`src/rtl/login_pkg.sv`:
```
// Shared definitions for the login front-end: FSM state encodings, the guest
// ID and the table of registered BCD user IDs.
// Optional feature macro: LOGIN_LOCKOUT_EN (adds the LOCKED state).
package login_pkg;

    localparam int MAX_USERS = 7;

    localparam logic [2:0] GUEST_ID = 3'd0;

    // Entry i holds the BCD user ID of internal ID i+1.
    localparam logic [15:0] USER_ID_TABLE [MAX_USERS] = '{
        16'h1234, 16'h5678, 16'h2468, 16'h1357, 16'h4321, 16'h8765, 16'h9021
    };

    localparam logic [2:0] ST_IDLE    = 3'd0;
    localparam logic [2:0] ST_ENTRY   = 3'd1;
    localparam logic [2:0] ST_SEARCH  = 3'd2;
    localparam logic [2:0] ST_GRANTED = 3'd3;
    localparam logic [2:0] ST_FAIL    = 3'd4;
`ifdef LOGIN_LOCKOUT_EN
    localparam logic [2:0] ST_LOCKED  = 3'd5;
`endif

    // Out-of-range entries read as 0, which never matches a real login.
    function automatic logic [15:0] userIdAt(input int i);
        if (i >= 0 && i < MAX_USERS)
            return USER_ID_TABLE[i];
        else
            return 16'h0000;
    endfunction

endpackage

```
`src/rtl/user_id_rom.sv`:
```
// Constant user-ID table with two read ports: a combinational port for the
// login search and a registered port translating internal IDs for scoring.
import login_pkg::*;

module user_id_rom #(
    parameter int NUM_USERS = 7
) (
    input  logic        clk,
    input  logic        rst,
    input  logic [2:0]  searchIdx,
    output logic [15:0] searchData,
    input  logic [4:0]  lookupID,
    output logic [15:0] topID
);

    assign searchData = userIdAt(int'(searchIdx));

    // Registered lookup; guest (0) and IDs past the table translate to 0.
    always_ff @(posedge clk) begin
        if (!rst)
            topID <= 16'h0000;
        else if (lookupID == 5'd0 || int'(lookupID) > NUM_USERS)
            topID <= 16'h0000;
        else
            topID <= userIdAt(int'(lookupID) - 1);
    end

endmodule

```
`src/rtl/login_auth.sv`:
```
// Login front-end: collects a 4-digit BCD ID, searches the user table one
// entry per cycle and presents intID/isGuest to the scoring stage.
// Optional feature macro: LOGIN_LOCKOUT_EN (lockout after 3 consecutive
// failed logins for LOCK_CYCLES cycles).
import login_pkg::*;

module login_auth #(
    parameter int NUM_USERS   = 7,
    parameter int LOCK_CYCLES = 1000
) (
    input  logic        clk,
    input  logic        rst,
    input  logic [3:0]  digitIn,
    input  logic        digitValid,
    input  logic        guestReq,
    input  logic        clearReq,
    input  logic [4:0]  lookupID,
    output logic [15:0] topID,
    output logic [2:0]  intID,
    output logic        isGuest,
    output logic        loggedIn,
    output logic        authFail,
    output logic [2:0]  entryCount,
    output logic        locked
);

    // A zero-length lockout is meaningless; the block below only elaborates
    // for such a configuration and is left empty on purpose.
    if (LOCK_CYCLES < 1) begin : gLockCyclesInvalid
    end

    logic [2:0]  state;
    logic [15:0] idBuf;
    logic [2:0]  idx;
    logic [15:0] romData;
    logic        digitOk;
    logic        searchHit;
    logic        lastIdx;

`ifdef LOGIN_LOCKOUT_EN
    localparam int LOCK_W = $clog2(LOCK_CYCLES + 1);
    logic [1:0]        failCnt;
    logic [LOCK_W-1:0] lockCnt;
`endif

    user_id_rom #(.NUM_USERS(NUM_USERS)) uRom (
        .clk       (clk),
        .rst       (rst),
        .searchIdx (idx),
        .searchData(romData),
        .lookupID  (lookupID),
        .topID     (topID)
    );

    // Non-BCD digits are dropped as if no strobe arrived.
    assign digitOk   = digitValid && (digitIn <= 4'd9);
    // 0000 is reserved, so it can never log anyone in.
    assign searchHit = (idBuf != 16'h0000) && (idBuf == romData);
    assign lastIdx   = (int'(idx) == NUM_USERS - 1);

    assign loggedIn = (state == ST_GRANTED);
    assign authFail = (state == ST_FAIL);
`ifdef LOGIN_LOCKOUT_EN
    assign locked   = (state == ST_LOCKED);
`else
    assign locked   = 1'b0;
`endif

    // Login FSM with digit buffer, search index and session outputs.
    always_ff @(posedge clk) begin
        if (!rst) begin
            state      <= ST_IDLE;
            idBuf      <= 16'h0000;
            idx        <= 3'd0;
            entryCount <= 3'd0;
            intID      <= GUEST_ID;
            isGuest    <= 1'b1;
`ifdef LOGIN_LOCKOUT_EN
            failCnt    <= 2'd0;
            lockCnt    <= '0;
`endif
        end else begin
            case (state)
                ST_IDLE: begin
                    if (guestReq) begin
                        state   <= ST_GRANTED;
                        intID   <= GUEST_ID;
                        isGuest <= 1'b1;
`ifdef LOGIN_LOCKOUT_EN
                        failCnt <= 2'd0;
`endif
                    end else if (digitOk) begin
                        idBuf      <= {idBuf[11:0], digitIn};
                        entryCount <= 3'd1;
                        state      <= ST_ENTRY;
                    end
                end
                ST_ENTRY: begin
                    if (clearReq) begin
                        idBuf      <= 16'h0000;
                        entryCount <= 3'd0;
                        state      <= ST_IDLE;
                    end else if (digitOk) begin
                        idBuf      <= {idBuf[11:0], digitIn};
                        entryCount <= entryCount + 3'd1;
                        if (entryCount == 3'd3) begin
                            state <= ST_SEARCH;
                            idx   <= 3'd0;
                        end
                    end
                end
                ST_SEARCH: begin
                    if (searchHit) begin
                        state   <= ST_GRANTED;
                        intID   <= idx + 3'd1;
                        isGuest <= 1'b0;
`ifdef LOGIN_LOCKOUT_EN
                        failCnt <= 2'd0;
`endif
                    end else if (lastIdx) begin
                        state      <= ST_FAIL;
                        idBuf      <= 16'h0000;
                        entryCount <= 3'd0;
                    end else begin
                        idx <= idx + 3'd1;
                    end
                end
                ST_GRANTED: begin
                    if (clearReq) begin
                        state      <= ST_IDLE;
                        intID      <= GUEST_ID;
                        isGuest    <= 1'b1;
                        entryCount <= 3'd0;
                        idBuf      <= 16'h0000;
                    end
                end
                ST_FAIL: begin
                    idBuf      <= 16'h0000;
                    entryCount <= 3'd0;
`ifdef LOGIN_LOCKOUT_EN
                    failCnt <= failCnt + 2'd1;
                    if (failCnt == 2'd2) begin
                        state   <= ST_LOCKED;
                        lockCnt <= '0;
                    end else begin
                        state <= ST_IDLE;
                    end
`else
                    state <= ST_IDLE;
`endif
                end
`ifdef LOGIN_LOCKOUT_EN
                ST_LOCKED: begin
                    if (lockCnt == LOCK_W'(LOCK_CYCLES - 1)) begin
                        state   <= ST_IDLE;
                        failCnt <= 2'd0;
                        lockCnt <= '0;
                    end else begin
                        lockCnt <= lockCnt + 1'b1;
                    end
                end
`endif
                default: state <= ST_IDLE;
            endcase
        end
    end

endmodule

```
`config.mk`:
```
export PLATFORM = sky130hd
export DESIGN_NAME = login_auth
export DESIGN_NICKNAME = d
export VERILOG_FILES = /design/src/rtl/login_pkg.sv /design/src/rtl/user_id_rom.sv /design/src/rtl/login_auth.sv
export SDC_FILE = /design/constraint.sdc
export NUM_CORES = 1
export LEC_CHECK = 0
export CAP_MARGIN = 15
export CORE_UTILIZATION = 45
export DETAILED_ROUTE_END_ITERATION = 8
export PLACE_DENSITY_LB_ADDON = 0.15
export SKIP_CTS_REPAIR_TIMING = 1
export SLEW_MARGIN = 0
export SYNTH_ARGS = -nofsm -noshare
export SYNTH_HDL_FRONTEND = slang
export SYNTH_SLANG_ARGS = --single-unit
```
`constraint.sdc`:
```
create_clock -name clk -period 3.3 [get_ports clk]
set_input_delay 0.495 -clock clk [delete_from_list [all_inputs] [get_ports clk]]
set_output_delay 0.495 -clock clk [all_outputs]
set_load 0.005 [all_outputs]
```
==> impl_metrics.tcl <==
set metrics [dict create \
    synth_edf_count 0 \
    clock_skew_ns 0.006482 \
    path_cells "inv_1 -> ha_1 -> a21boi_0 -> or3_1 -> a22o_1 -> or3_1 -> nor3_1 -> mux2_2 -> a21boi_0" \
    outcome "finished clean" \
    insertedDiodeCount 0 \
    insertion_delay_ns 0.29 \
    cts_buffers 5 \
    drt_iter0_drc 185 \
    num_rows 26 \
    gp_congestion 0.8906 \
    slowest_delay_ns 0.46 \
    clkTransAtPathRegs_ns 0.09 \
    setup_viol 0 \
    cts_sinks 43 \
    min_path_type "flip-flop to flip-flop" \
    max_freq_ghz 0.3461 \
    die_area_um2 5678 \
    num_vias 2154 \
    ir_worst_vdd_mv 0.2631 \
    ys_seq_elements 43 \
    whs_ns 0.4867 \
    crit_required_ns 3.53 \
    criticalPathCategory "flip-flop to flip-flop" \
    hold_viol_final 0 \
    ios 40 \
    synthArstFlopShare 0 \
    cts_tree "yes" \
    io_buffer_count 36 \
    fillerInstances 514 \
    area_growth_pct 21.91 \
    drv_cap 0 \
    final_antenna_net_count 0 \
    synth_cell_type_count 52 \
    critical_path_arrival_ns 3.12 \
    reg2reg_setup_slack_ns 0.41 \
    layout-drive-gt1-share 0.06918 \
    grt.total_usage 0.2087 \
    synth_cells 281 \
    wl_per_cell_um 14.37 \
    max-slew-margin-rel 0.5648 \
    period_share 0.8754 \
    grt_max_degree 18 \
    dpl.hpwl_um 4063 \
    rsz0062_at_grt "no" \
    syn_area_per_cell_um2 8.616 \
    start_util 0.4710 \
    slowest_stage "dfxtp_2" \
    grt_pass1_vias 1914 \
    powerDensity_nw_per_um2 486.4 \
    routed_via_density 5.552 \
    h-tree-depth 2 \
    ctsRootBufferMaster "clkbuf_8" \
    yosysSeqAreaShare 0.3556 \
    drc 0 \
    die-height_um 75.35 \
    overflow 0 \
    grt_pass1_wl_um 8956 \
    post-route-min-period_ns 2.889 \
    totalWireLength_um 5577 \
    max_slew.worst_pin.slew_ns 0.6473 \
    drv_slew 0 \
    crit_fanout 12 \
    core_um2 5140 \
    worstSetupEndpointType "flip-flop" \
    setup_tns_ns 0 \
    leakage_uw 0.001117 \
    yosysWarnings 0 \
    dr.pass1.iters 4 \
    fin_nets 349 \
    die_w_um 75.35 \
    synth_top_flop_cell "dfxtp_1" \
    syn-cell-area_um2 2421 \
    cts_max_path_buffers 2 \
    worstSetupStartpointType "flip-flop" \
    antenna_found_initial 0 \
]
-- synth_stat cells (all sizes together) (2+ instances only) --
master,n,area (µm²)
nor4,8,65.06
nand3,7,35.03
mux2i,3,42.54
buf,7,65.05
o221a,2,22.52
nor2,26,97.59
xnor2,3,26.28
ha,18,225.2
o21ai,10,50.04
a31oi,5,31.28
nand4,3,18.77
xor2,3,26.28
a22o,18,157.7
o22ai,3,18.77
a211oi,5,37.54
nor3,11,55.05
nor2b,3,18.77
nor3b,2,15.01
clkbuf,9,35.03
or3,5,31.28
and2,5,31.28
o21a,2,15.01
o31a,2,17.52
a21boi,6,45.04
inv,19,71.32
dfxtp,43,860.8
nand2b,5,31.28
a21oi,14,70.07
nand2,19,71.32
-- through the flow --
step                total power (µW)  instances  worst slack [ns]  utilization  instance area, µm²
finish                          1436        388            0.4111       0.5742                2952
global route                    1520        388            0.1515       0.5742                2952
CTS                             1449        388            0.2573       0.5740                2950
detailed placement              1005        380            0.1392       0.5504                2829
global placement                1002        380            0.2039       0.5504                2829
floorplan                      901.3        283            0.5200            -                2429
-- cell type report --
class	instances	area (µm²)	share of cell area
Clock buffer	6	82.58	0.02798
Tap cell	70	87.58	0.02967
Multi-Input combinational cell	205	1396	0.4731
Timing Repair Buffer	43	412.9	0.1399
Clock inverter	2	38.79	0.01314
Inverter	19	71.32	0.02416
Sequential cell	43	862.1	0.2921
-- cells in the final DEF, fill, tap and decap left out, types with 6 or more instances in the layout --
cell / count
a22o_1: 18
dfxtp_1: 42
a21oi_1: 14
ha_1: 18
nor3_1: 11
clkdlybuf4s50_1: 36
o21ai_0: 9
nand3_1: 7
inv_1: 19
nor4_1: 7
nand2_1: 19
nor2_1: 26
clkbuf_8: 6
buf_4: 7
-- flip-flops by register name (all words and copies together) (netlist names) --
name / flops
intID: 3
idBuf: 16
entryCount: 3
idx: 3
isGuest: 1
state: 3
uRom.topID: 14
-- final timing paths --
| check | to | cells after the start | startpoint |
|---|---|---|---|
| worst max-delay path | intID[0] | 9 | idx[1] |
| worst min-delay path | intID[1] | 2 | intID[1] |
| worst max register to register | intID[0] | 9 | idx[1] |
| worst min register to register | intID[1] | 2 | intID[1] |
-- layer usage --
layer  GRT usage  up-vias  wire (µm)
li1            -     1079          -
met1      0.2662     1003       2587
met2      0.3323       60       2572
met3     0.06217       12        290
met4     0.08230        0        126
met5           0        -          0
-- where the power goes --
| part | leakage, µW | switching [µW] | internal, µW |
|---|---|---|---|
| Clock | 0.0000618 | 190 | 249 |
| Combinational | 0.000707 | 227 | 177 |
| Sequential | 0.000349 | 46.2 | 546 |
-- critical path, delay by kind of cell, from the launching register on --
family | cells | cell delay, ns
AOI/OAI and AO/OA | 3 | 0.50
DFF | 1 | 0.46
muxes | 1 | 0.38
adders and majority gates | 1 | 0.25
buffers and inverters | 1 | 0.16
and+or+nand+nor | 3 | 1.07
-- cells by family (layout without fill, tap and decap cells) --
kind of cell	Yosys count	in the layout	synth area share
multiplexers	4	4	0.02222
AO/OA/AOI/OAI	76	76	0.2248
XOR/XNOR	6	6	0.02171
other	1	3	0.001549
adder cells (fa/ha/maj)	18	18	0.09302
buffers and inverters	35	70	0.07080
flip-flops	43	43	0.3556
AND/OR/NAND/NOR	98	98	0.2103
Note: power is estimated with default switching activity, not from simulation.
